### src/rtl/cpu_ctrl_pkg.sv
// Shared constants for the hardwired control sequencer: opcodes, ALU codes,
// state encoding and the opcode classifier.
package cpu_ctrl_pkg;

   localparam int unsigned OP_W      = 5;
   localparam int unsigned ALU_W     = 5;
   localparam int unsigned NUM_REGS  = 16;
   localparam int unsigned REG_IDX_W = 4;

   localparam logic [OP_W-1:0] OP_LD   = 5'b00000;
   localparam logic [OP_W-1:0] OP_ST   = 5'b00010;
   localparam logic [OP_W-1:0] OP_ADD  = 5'b00011;
   localparam logic [OP_W-1:0] OP_SUB  = 5'b00100;
   localparam logic [OP_W-1:0] OP_SHR  = 5'b00101;
   localparam logic [OP_W-1:0] OP_SHL  = 5'b00110;
   localparam logic [OP_W-1:0] OP_ROR  = 5'b00111;
   localparam logic [OP_W-1:0] OP_ROL  = 5'b01000;
   localparam logic [OP_W-1:0] OP_AND  = 5'b01001;
   localparam logic [OP_W-1:0] OP_OR   = 5'b01010;
   localparam logic [OP_W-1:0] OP_ADDI = 5'b01011;
   localparam logic [OP_W-1:0] OP_ANDI = 5'b01100;
   localparam logic [OP_W-1:0] OP_ORI  = 5'b01101;
   localparam logic [OP_W-1:0] OP_MUL  = 5'b01110;
   localparam logic [OP_W-1:0] OP_DIV  = 5'b01111;
   localparam logic [OP_W-1:0] OP_NEG  = 5'b10000;
   localparam logic [OP_W-1:0] OP_NOT  = 5'b10001;
   localparam logic [OP_W-1:0] OP_NOP  = 5'b11000;
   localparam logic [OP_W-1:0] OP_HALT = 5'b11001;

   localparam logic [ALU_W-1:0] ALU_ADD = 5'd0;
   localparam logic [ALU_W-1:0] ALU_SUB = 5'd1;
   localparam logic [ALU_W-1:0] ALU_AND = 5'd2;
   localparam logic [ALU_W-1:0] ALU_OR  = 5'd3;
   localparam logic [ALU_W-1:0] ALU_SHR = 5'd4;
   localparam logic [ALU_W-1:0] ALU_SHL = 5'd5;
   localparam logic [ALU_W-1:0] ALU_ROR = 5'd6;
   localparam logic [ALU_W-1:0] ALU_ROL = 5'd7;
   localparam logic [ALU_W-1:0] ALU_MUL = 5'd8;
   localparam logic [ALU_W-1:0] ALU_DIV = 5'd9;
   localparam logic [ALU_W-1:0] ALU_NEG = 5'd10;
   localparam logic [ALU_W-1:0] ALU_NOT = 5'd11;

   typedef enum logic [3:0] {
      S_FETCH0, S_FETCH1, S_MEMRD_I, S_FETCH2, S_DECODE,
      S_EX0, S_EX1, S_EX2, S_EX3, S_MEMRD_D, S_EX4, S_MEMWR, S_HALT
   } state_t;

   typedef enum logic [3:0] {
      C_RR, C_IMM, C_UNARY, C_MULDIV, C_LD, C_ST, C_NOP, C_HALT, C_ILLEGAL
   } iclass_t;

   function automatic iclass_t classify(input logic [OP_W-1:0] op);
      case (op)
         OP_ADD, OP_SUB, OP_AND, OP_OR,
         OP_SHR, OP_SHL, OP_ROR, OP_ROL: return C_RR;
         OP_ADDI, OP_ANDI, OP_ORI:       return C_IMM;
         OP_NEG, OP_NOT:                 return C_UNARY;
         OP_MUL, OP_DIV:                 return C_MULDIV;
         OP_LD:                          return C_LD;
         OP_ST:                          return C_ST;
         OP_NOP:                         return C_NOP;
         OP_HALT:                        return C_HALT;
         default:                        return C_ILLEGAL;
      endcase
   endfunction

   function automatic logic [ALU_W-1:0] alu_op(input logic [OP_W-1:0] op);
      case (op)
         OP_SUB:          return ALU_SUB;
         OP_AND, OP_ANDI: return ALU_AND;
         OP_OR, OP_ORI:   return ALU_OR;
         OP_SHR:          return ALU_SHR;
         OP_SHL:          return ALU_SHL;
         OP_ROR:          return ALU_ROR;
         OP_ROL:          return ALU_ROL;
         OP_MUL:          return ALU_MUL;
         OP_DIV:          return ALU_DIV;
         OP_NEG:          return ALU_NEG;
         OP_NOT:          return ALU_NOT;
         default:         return ALU_ADD;
      endcase
   endfunction

endpackage

### src/rtl/control_sequencer_reg_select_decoder.sv
// Register-field to one-hot strobe decoder with enable.
module reg_select_decoder
   import cpu_ctrl_pkg::*;
(
   input  logic [REG_IDX_W-1:0] sel,
   input  logic                 en,
   output logic [NUM_REGS-1:0]  onehot_c
);

   always_comb begin
      onehot_c = '0;
      if (en) onehot_c[sel] = 1'b1;
   end

endmodule

### src/rtl/control_sequencer.sv
// Multi-cycle hardwired control unit: fetch, decode and execute sequencing
// for the bus datapath. Strobes are a Moore decode of state and ir fields.
module control_sequencer
   import cpu_ctrl_pkg::*;
#(
   parameter int unsigned MEM_TIMEOUT   = 16,
   parameter int unsigned RESET_PC_HOLD = 1
) (
   input  logic             clock,
   input  logic             clear,
   input  logic [31:0]      ir,
   input  logic             mem_done,
   output logic [15:0]      Rin,
   output logic [15:0]      Rout,
   output logic             PCout,
   output logic             PCin,
   output logic             IRin,
   output logic             MARin,
   output logic             MDRin,
   output logic             MDRout,
   output logic             Yin,
   output logic             IncPC,
   output logic             ALUin,
   output logic             ZMuxEnable,
   output logic             ZSelect,
   output logic             ZMuxOut,
   output logic             HIin,
   output logic             LOin,
   output logic             CSignout,
   output logic             Read,
   output logic             Write,
   output logic [ALU_W-1:0] aluControl,
   output logic             run,
   output logic             err
);

   localparam int unsigned CNT_W  = $clog2(MEM_TIMEOUT + 1);
   localparam int unsigned HOLD_W = $clog2(RESET_PC_HOLD + 2);

   state_t                 state;
   iclass_t                cls;
   logic [CNT_W-1:0]       wait_cnt;
   logic [HOLD_W-1:0]      hold_cnt;
   logic [REG_IDX_W-1:0]   ra, rb, rc, rin_sel, rout_sel;
   logic                   rin_en, rout_en, mem_wait, mem_expired, active;
   logic                   unused_ir;

   assign cls         = classify(ir[31:27]);
   assign ra          = ir[26:23];
   assign rb          = ir[22:19];
   assign rc          = ir[18:15];
   assign unused_ir   = ^ir[14:0];
   assign mem_wait    = state inside {S_MEMRD_I, S_MEMRD_D, S_MEMWR};
   assign mem_expired = (wait_cnt == CNT_W'(MEM_TIMEOUT - 1));
   assign active      = run & ~clear;

   // Sequencer state, memory wait counter, post-reset hold, run and sticky err.
   always_ff @(posedge clock or posedge clear) begin
      if (clear) begin
         state    <= S_FETCH0;
         err      <= 1'b0;
         run      <= 1'b0;
         wait_cnt <= '0;
         hold_cnt <= HOLD_W'(RESET_PC_HOLD);
      end else if (hold_cnt != '0) begin
         hold_cnt <= hold_cnt - HOLD_W'(1);
         run      <= (hold_cnt == HOLD_W'(1));
         state    <= S_FETCH0;
      end else begin
         if (state != S_HALT) run <= 1'b1;
         if (mem_wait && !mem_done) begin
            // mem_done on the last allowed cycle takes the other branch
            if (mem_expired) begin
               err      <= 1'b1;
               wait_cnt <= '0;
               state    <= S_FETCH0;
            end else begin
               wait_cnt <= wait_cnt + CNT_W'(1);
            end
         end else begin
            wait_cnt <= '0;
            case (state)
               S_FETCH0:  state <= S_FETCH1;
               S_FETCH1:  state <= S_MEMRD_I;
               S_MEMRD_I: state <= S_FETCH2;
               S_FETCH2:  state <= S_DECODE;
               S_DECODE: begin
                  case (cls)
                     C_UNARY: state <= S_EX1;
                     C_NOP:   state <= S_FETCH0;
                     C_HALT: begin
                        state <= S_HALT;
                        run   <= 1'b0;
                     end
                     C_ILLEGAL: begin
                        err   <= 1'b1;
                        state <= S_FETCH0;
                     end
                     default: state <= S_EX0;
                  endcase
               end
               S_EX0: state <= S_EX1;
               S_EX1: state <= S_EX2;
               S_EX2: begin
                  case (cls)
                     C_MULDIV, C_ST: state <= S_EX3;
                     C_LD:           state <= S_MEMRD_D;
                     default:        state <= S_FETCH0;
                  endcase
               end
               S_EX3:     state <= (cls == C_ST) ? S_MEMWR : S_FETCH0;
               S_MEMRD_D: state <= S_EX4;
               S_HALT:    state <= S_HALT;
               default:   state <= S_FETCH0;
            endcase
         end
      end
   end

   // Strobe decode; everything is forced idle while clear, hold or halt.
   always_comb begin
      PCout      = 1'b0;
      PCin       = 1'b0;
      IRin       = 1'b0;
      MARin      = 1'b0;
      MDRin      = 1'b0;
      MDRout     = 1'b0;
      Yin        = 1'b0;
      IncPC      = 1'b0;
      ALUin      = 1'b0;
      ZMuxEnable = 1'b0;
      ZSelect    = 1'b0;
      ZMuxOut    = 1'b0;
      HIin       = 1'b0;
      LOin       = 1'b0;
      CSignout   = 1'b0;
      Read       = 1'b0;
      Write      = 1'b0;
      aluControl = ALU_ADD;
      rin_en     = 1'b0;
      rin_sel    = ra;
      rout_en    = 1'b0;
      rout_sel   = rb;
      if (active) begin
         case (state)
            S_FETCH0: begin
               PCout = 1'b1;
               MARin = 1'b1;
               IncPC = 1'b1;
               ALUin = 1'b1;
            end
            S_FETCH1: begin
               ZMuxEnable = 1'b1;
               ZMuxOut    = 1'b1;
               PCin       = 1'b1;
            end
            S_MEMRD_I, S_MEMRD_D: begin
               Read  = 1'b1;
               MDRin = 1'b1;
            end
            S_FETCH2: begin
               MDRout = 1'b1;
               IRin   = 1'b1;
            end
            S_EX0: begin
               Yin      = 1'b1;
               rout_en  = 1'b1;
               rout_sel = (cls == C_MULDIV) ? ra : rb;
            end
            S_EX1: begin
               ALUin = 1'b1;
               case (cls)
                  C_RR: begin
                     rout_en    = 1'b1;
                     rout_sel   = rc;
                     aluControl = alu_op(ir[31:27]);
                  end
                  C_IMM: begin
                     CSignout   = 1'b1;
                     aluControl = alu_op(ir[31:27]);
                  end
                  C_UNARY, C_MULDIV: begin
                     rout_en    = 1'b1;
                     aluControl = alu_op(ir[31:27]);
                  end
                  C_LD, C_ST: CSignout = 1'b1;
                  default: ;
               endcase
            end
            S_EX2: begin
               ZMuxEnable = 1'b1;
               case (cls)
                  C_MULDIV: LOin = 1'b1;
                  C_LD, C_ST: begin
                     ZMuxOut = 1'b1;
                     MARin   = 1'b1;
                  end
                  default: begin
                     ZMuxOut = 1'b1;
                     rin_en  = 1'b1;
                  end
               endcase
            end
            S_EX3: begin
               if (cls == C_MULDIV) begin
                  ZMuxEnable = 1'b1;
                  ZSelect    = 1'b1;
                  HIin       = 1'b1;
               end else begin
                  rout_en  = 1'b1;
                  rout_sel = ra;
                  MDRin    = 1'b1;
               end
            end
            S_EX4: begin
               MDRout = 1'b1;
               rin_en = 1'b1;
            end
            S_MEMWR: Write = 1'b1;
            default: ;
         endcase
      end
   end

   reg_select_decoder u_rin_dec (
      .sel      (rin_sel),
      .en       (rin_en),
      .onehot_c (Rin)
   );

   reg_select_decoder u_rout_dec (
      .sel      (rout_sel),
      .en       (rout_en),
      .onehot_c (Rout)
   );

endmodule
### config.mk
export PLATFORM = sky130hd
export DESIGN_NAME = control_sequencer
export DESIGN_NICKNAME = d
export VERILOG_FILES = /design/src/rtl/cpu_ctrl_pkg.sv /design/src/rtl/control_sequencer_reg_select_decoder.sv /design/src/rtl/control_sequencer.sv
export SDC_FILE = /design/constraint.sdc
export NUM_CORES = 1
export LEC_CHECK = 0
export CORE_UTILIZATION = 37
export CTS_CLUSTER_DIAMETER = 50
export CTS_CLUSTER_SIZE = 16
export DETAILED_ROUTE_END_ITERATION = 16
export HOLD_SLACK_MARGIN = 0.1
export PLACE_DENSITY = 0.78
export SETUP_SLACK_MARGIN = 0.3
export SYNTH_ARGS = -nofsm -noshare
export SYNTH_HDL_FRONTEND = slang
export SYNTH_HIERARCHICAL = 1
export SYNTH_SLANG_ARGS = --single-unit
### constraint.sdc
create_clock -name clock -period 2.4 [get_ports clock]
set_input_delay 0.36 -clock clock [delete_from_list [all_inputs] [get_ports clock]]
set_output_delay 0.36 -clock clock [all_outputs]
set_load 0.1 [all_outputs]
==> impl_metrics.tcl, run 1 <==
set metrics [dict create \
    htree_levels 1 \
    ys_types 65 \
    synthSimpleGateAreaFrac_pct 40.55 \
    yosysMostFrequentCell "nor2_1" \
    yosys.area_share.xor_xnor_pct 1.931 \
    root_buffer "clkbuf_8" \
    lastStage "global routing (5_1_grt)" \
    start_util_pct 38.41 \
    dpl_cell_area_mm2 0.004053 \
    cts.sink_count 13 \
    synth_cells 257 \
    die_x_um 72.03 \
    die_h_um 72.03 \
    error_line "[ERROR DPL-0038] Utilization greater than 100%, impossible to legalize" \
    yosysSeqAreaShare_pct 18.00 \
    async_flop_share_pct 100.0 \
    crit_endpoint "Rout[8]" \
    synth-edff-count 0 \
    synthAdderAreaFrac_pct 2.759 \
    clockBufferDepth 2 \
    syn_area_per_cell_um2 7.059 \
    muxShareOfSynthArea_pct 2.207 \
    grt_max_degree 17 \
    cts_made_buffers 3 \
    netlist_area_mm2 0.001814 \
    dp_hpwl_um 6502 \
    outcome "stopped before the end" \
    yosysTopAreaCell "dfrtp_1" \
    synthFlopType "dfrtp_1" \
    ios 91 \
    synth_top_family_by_area "simple AND/OR/NAND/NOR gates" \
    synth_compound_area_share_pct 24.48 \
    routabilityCongestion 0.9128 \
    synth_fp_nets 296 \
    cts_hold_buf 0 \
    synth_seq_cells 13 \
    place.port_buffers 74 \
    synth_warnings 6 \
    synth_top_cell_area_share_pct 16.55 \
    numPlacedInstances 438 \
    yosys-top-cells-count "nor2_1 (35), nand2_1 (27), nor3_1 (16)" \
    synth_area_leaders "dfrtp_1 (17%), nor2_1 (7.2%), nand2_1 (5.6%), nor3_1 (4.4%), inv_1 (3.1%)" \
    std_cell_rows 25 \
    endpoint_type "output port" \
]
timing repair:
| item | CTS |
|---|---|
| endpoints found under the setup margin | 52 |
| setup buffers | 28 |
| resized for setup | 95 |
| pin swaps | 46 |
metrics by stage:
step / TNS (ns) / worst slack (ns) / hold slack [ns]
global placement: -14.14 / -0.6876 / 0.4405
floorplan: -16.50 / -0.8076 / 0.2362
detailed placement: -18.93 / -0.8375 / 0.4528
CTS: -10.24 / -0.4846 / 0.2385
kinds of logic after synthesis:
family	count (synthesis)
buffers and inverters	37
XOR/XNOR	4
multiplexers	4
AND/OR/NAND/NOR	133
flip-flops	13
other	1
AO/OA/AOI/OAI	61
adder cells (fa/ha/maj)	4
==> run 2: changes to the inputs <==
--- a/config.mk
+++ b/config.mk
@@ -5,13 +5,9 @@
 export SDC_FILE = /design/constraint.sdc
 export NUM_CORES = 1
 export LEC_CHECK = 0
-export CORE_UTILIZATION = 37
-export CTS_CLUSTER_DIAMETER = 50
-export CTS_CLUSTER_SIZE = 16
+export CORE_UTILIZATION = 25
 export DETAILED_ROUTE_END_ITERATION = 16
-export HOLD_SLACK_MARGIN = 0.1
-export PLACE_DENSITY = 0.78
-export SETUP_SLACK_MARGIN = 0.3
+export PLACE_DENSITY_LB_ADDON = 0.15
 export SYNTH_ARGS = -nofsm -noshare
 export SYNTH_HDL_FRONTEND = slang
 export SYNTH_HIERARCHICAL = 1
==> constraint.sdc (replaced) <==
create_clock -name clock -period 3.12 [get_ports clock]
set_input_delay 0.468 -clock clock [delete_from_list [all_inputs] [get_ports clock]]
set_output_delay 0.468 -clock clock [all_outputs]
set_load 0.1 [all_outputs]
==> run 2 against run 1 <==
Effect of this change: the flow now finishes, with violations (setup timing); synthesized area unchanged; synthesized cell count unchanged.
==> impl_metrics.tcl, run 2 <==
set metrics [dict create \
    design_area_mm2 0.003998 \
    finalSetupViolations 1 \
    dp_hpwl_um 5167 \
    cp_common_cell "buf_4" \
    power_frac_seq_pct 13.9 \
    track_usage_pct 16.50 \
    num_vias 2235 \
    path_class "reg -> out" \
    start_util_pct 26.27 \
    layout_min_cycle_time_ns 3.122 \
    num-fill-cells 623 \
    ir_drop_mv 0.4485 \
    antenna_found_initial 0 \
    synth_seq_cells 13 \
    p_sw_w 0.0009609 \
    synth_warnings 6 \
    critPathLaunchType "flip-flop" \
    fmax_mhz 320.3 \
    required_ns 2.65 \
    wl_um 6168 \
    top_register "wait_cnt" \
    cp_num_buf_inv 3 \
    post-route-util_pct 57.88 \
    cpLargestDelayFamily "simple AND/OR/NAND/NOR gates" \
    die_area_mm2 0.007601 \
    p_comb_share_pct 77.6 \
    cts_tree "done" \
    htree_levels 1 \
    clk_pin_slew_ns 0.06 \
    async_flop_share_pct 100.0 \
    die_x_um 87.19 \
    ant_nets 0 \
    ys_types 65 \
    wl_per_cell_um 13.29 \
    synth_cells 257 \
    r2r_start "state[0]" \
    r2r_cells 6 \
    worstSetupEndpointType "output port" \
    clockBufferDepth 2 \
    p_leak_nw 1.530 \
    drtIter0Drc 55 \
    diodes 0 \
    yosysSeqAreaShare_pct 18.00 \
    ios 91 \
    power_w 0.001772 \
    dpl_cell_area_mm2 0.003766 \
    std_cell_rows 30 \
    slew_viol_final 0 \
    final_cell_mix "buf_4 (56), buf_12 (53), nand2_1 (26), nor2_2 (19)" \
    fin_nets 408 \
    place.port_buffers 74 \
    worstMarginPinSlew_ns 0.5334 \
    hold_end "err" \
    clkLatencyLatePin_ns 0.24 \
    maxCapViolCount 0 \
    outcome "finished with violations" \
    synth_area_leaders "dfrtp_1 (17%), nor2_1 (7.2%), nand2_1 (5.6%), nor3_1 (4.4%), inv_1 (3.1%)" \
    routabilityCongestion 0.7696 \
    worstHoldPathType "reg -> reg" \
    post-route-period-util_pct 100.1 \
    clkPwrFrac_pct 8.5 \
    synthFlopType "dfrtp_1" \
    coreArea_mm2 0.006907 \
    cp_slowest_cell "dfrtp_2" \
    slew-limit-headroom_pct 63.94 \
    skew_ns 0.002318 \
    hold_depth 1 \
    cts_hold_buf 0 \
    hp-start "err" \
    synth_fp_nets 296 \
    largest_reg_flops 5 \
    worst_slack_ns -0.001867 \
    drt-pass1-iter-count 4 \
    yosysMostFrequentCell "nor2_1" \
    reg_top3 "wait_cnt x5, state x4, hold_cnt x2" \
    root_buffer "clkbuf_8" \
    syn_area_per_cell_um2 7.059 \
    netSwitchingFraction_pct 54.24 \
    synth_top_cell_area_share_pct 16.55 \
    violations "setup timing" \
    grt.overflow.total 0 \
    rsz0062_at_grt "true" \
    grt_max_degree 17 \
    netlist_area_mm2 0.001814 \
    grt_pass1_vias 2033 \
    crit_chain "and2b_1 -> buf_4 -> nand3_2 -> nor2_1 -> nand2_1 -> o32ai_1 -> buf_4 -> nand3b_1 -> nor3_4 -> buf_12" \
    die_h_um 87.19 \
    viasPerCell 4.817 \
    reg2reg_slack_ns 1.06 \
    synthToLayoutAreaGrowth_pct 120.3 \
    layout_commonest_cell "buf_4" \
    yosysTopAreaCell "dfrtp_1" \
    setup-tns-final_ns -0.001867 \
    pwr_density_cell_mw_per_mm2 443.2 \
    synth-edff-count 0 \
    crit_fanout 9 \
    p_int_w 0.0008106 \
    drive_above_1_share_pct 53.80 \
    grt_pass1_wl_um 10030 \
    cts.sink_count 13 \
    drc 0 \
    yosys-top-cells-count "nor2_1 (35), nand2_1 (27), nor3_1 (16)" \
    cts_made_buffers 3 \
    crit_arrival_ns 2.65 \
    finalHoldViolCount 0 \
    rr_endpoint "wait_cnt[3]" \
    slowest_delay_ns 0.47 \
]
[run 2: routing by layer]
| layer | track usage [%] | vias up | routed length [µm] |
|---|---|---|---|
| li1 | - | 1144 | - |
| met1 | 23.83 | 1034 | 2928 |
| met2 | 26.63 | 53 | 2990 |
| met3 | 1.232 | 4 | 214 |
| met4 | 4.024 | 0 | 35 |
| met5 | 0 | - | 0 |
[run 2: worst max-delay path by stage]
stage / endpoint / start / slack (ns) / depth (start not counted)
CTS: Rout[0] / ir[29] / -0.03 / 11
detailed placement: Rout[0] / ir[28] / -0.25 / 9
global route: Rin[9] / state[3] / -0.11 / 10
global placement: Rout[0] / ir[28] / -0.22 / 9
finish: Rin[4] / state[3] / -0.002 / 10
floorplan: Rout[12] / ir[29] / -0.40 / 9
[run 2: kinds of logic after synthesis]
| family | share of synthesized area (%) |
|---|---|
| multiplexers | 2.207 |
| other | 0.2067 |
| adder cells (fa/ha/maj) | 2.759 |
| buffers and inverters | 9.862 |
| XOR/XNOR | 1.931 |
| AND/OR/NAND/NOR | 40.55 |
| flip-flops | 18.00 |
| AO/OA/AOI/OAI | 24.48 |
[run 2: power groups by stage]
stage / Clock (W) / Combinational [W] / Sequential, W
global placement: 0 / 0.00131 / 0.000245
global route: 0.000163 / 0.00146 / 0.000254
detailed placement: 0 / 0.00132 / 0.000245
floorplan: 0 / 0.000875 / 0.000264
finish: 0.000151 / 0.00137 / 0.000247
CTS: 0.000154 / 0.00133 / 0.000243
[run 2: stage by stage]
step	instances	hold WS, ns	setup WS (ns)
2_1_floorplan	257	0.3443	-0.3975
3_3_place_gp	452	0.4445	-0.2187
3_5_place_dp	452	0.4506	-0.2525
4_1_cts	459	0.4692	-0.03049
5_1_grt	464	0.5029	-0.1089
6_report	464	0.4683	-0.001867
[run 2: cell type report]
type | count | area [µm²] | area share [%]
flip-flops and latches | 13 | 334.1 | 8.357
multi-input cells | 207 | 1757 | 43.94
repair buffers | 129 | 1685 | 42.16
well taps | 96 | 120.1 | 3.005
inverters | 15 | 56.30 | 1.408
clock buffers | 4 | 45.04 | 1.127
[run 2: what timing repair did]
| action | CTS | global route |
|---|---|---|
| resized for setup | 7 | 22 |
| pin swaps | 10 | 13 |
| setup endpoints to repair | 27 | 32 |
| setup buffers | 3 | 5 |
Note: power is estimated with default switching activity, not from simulation.
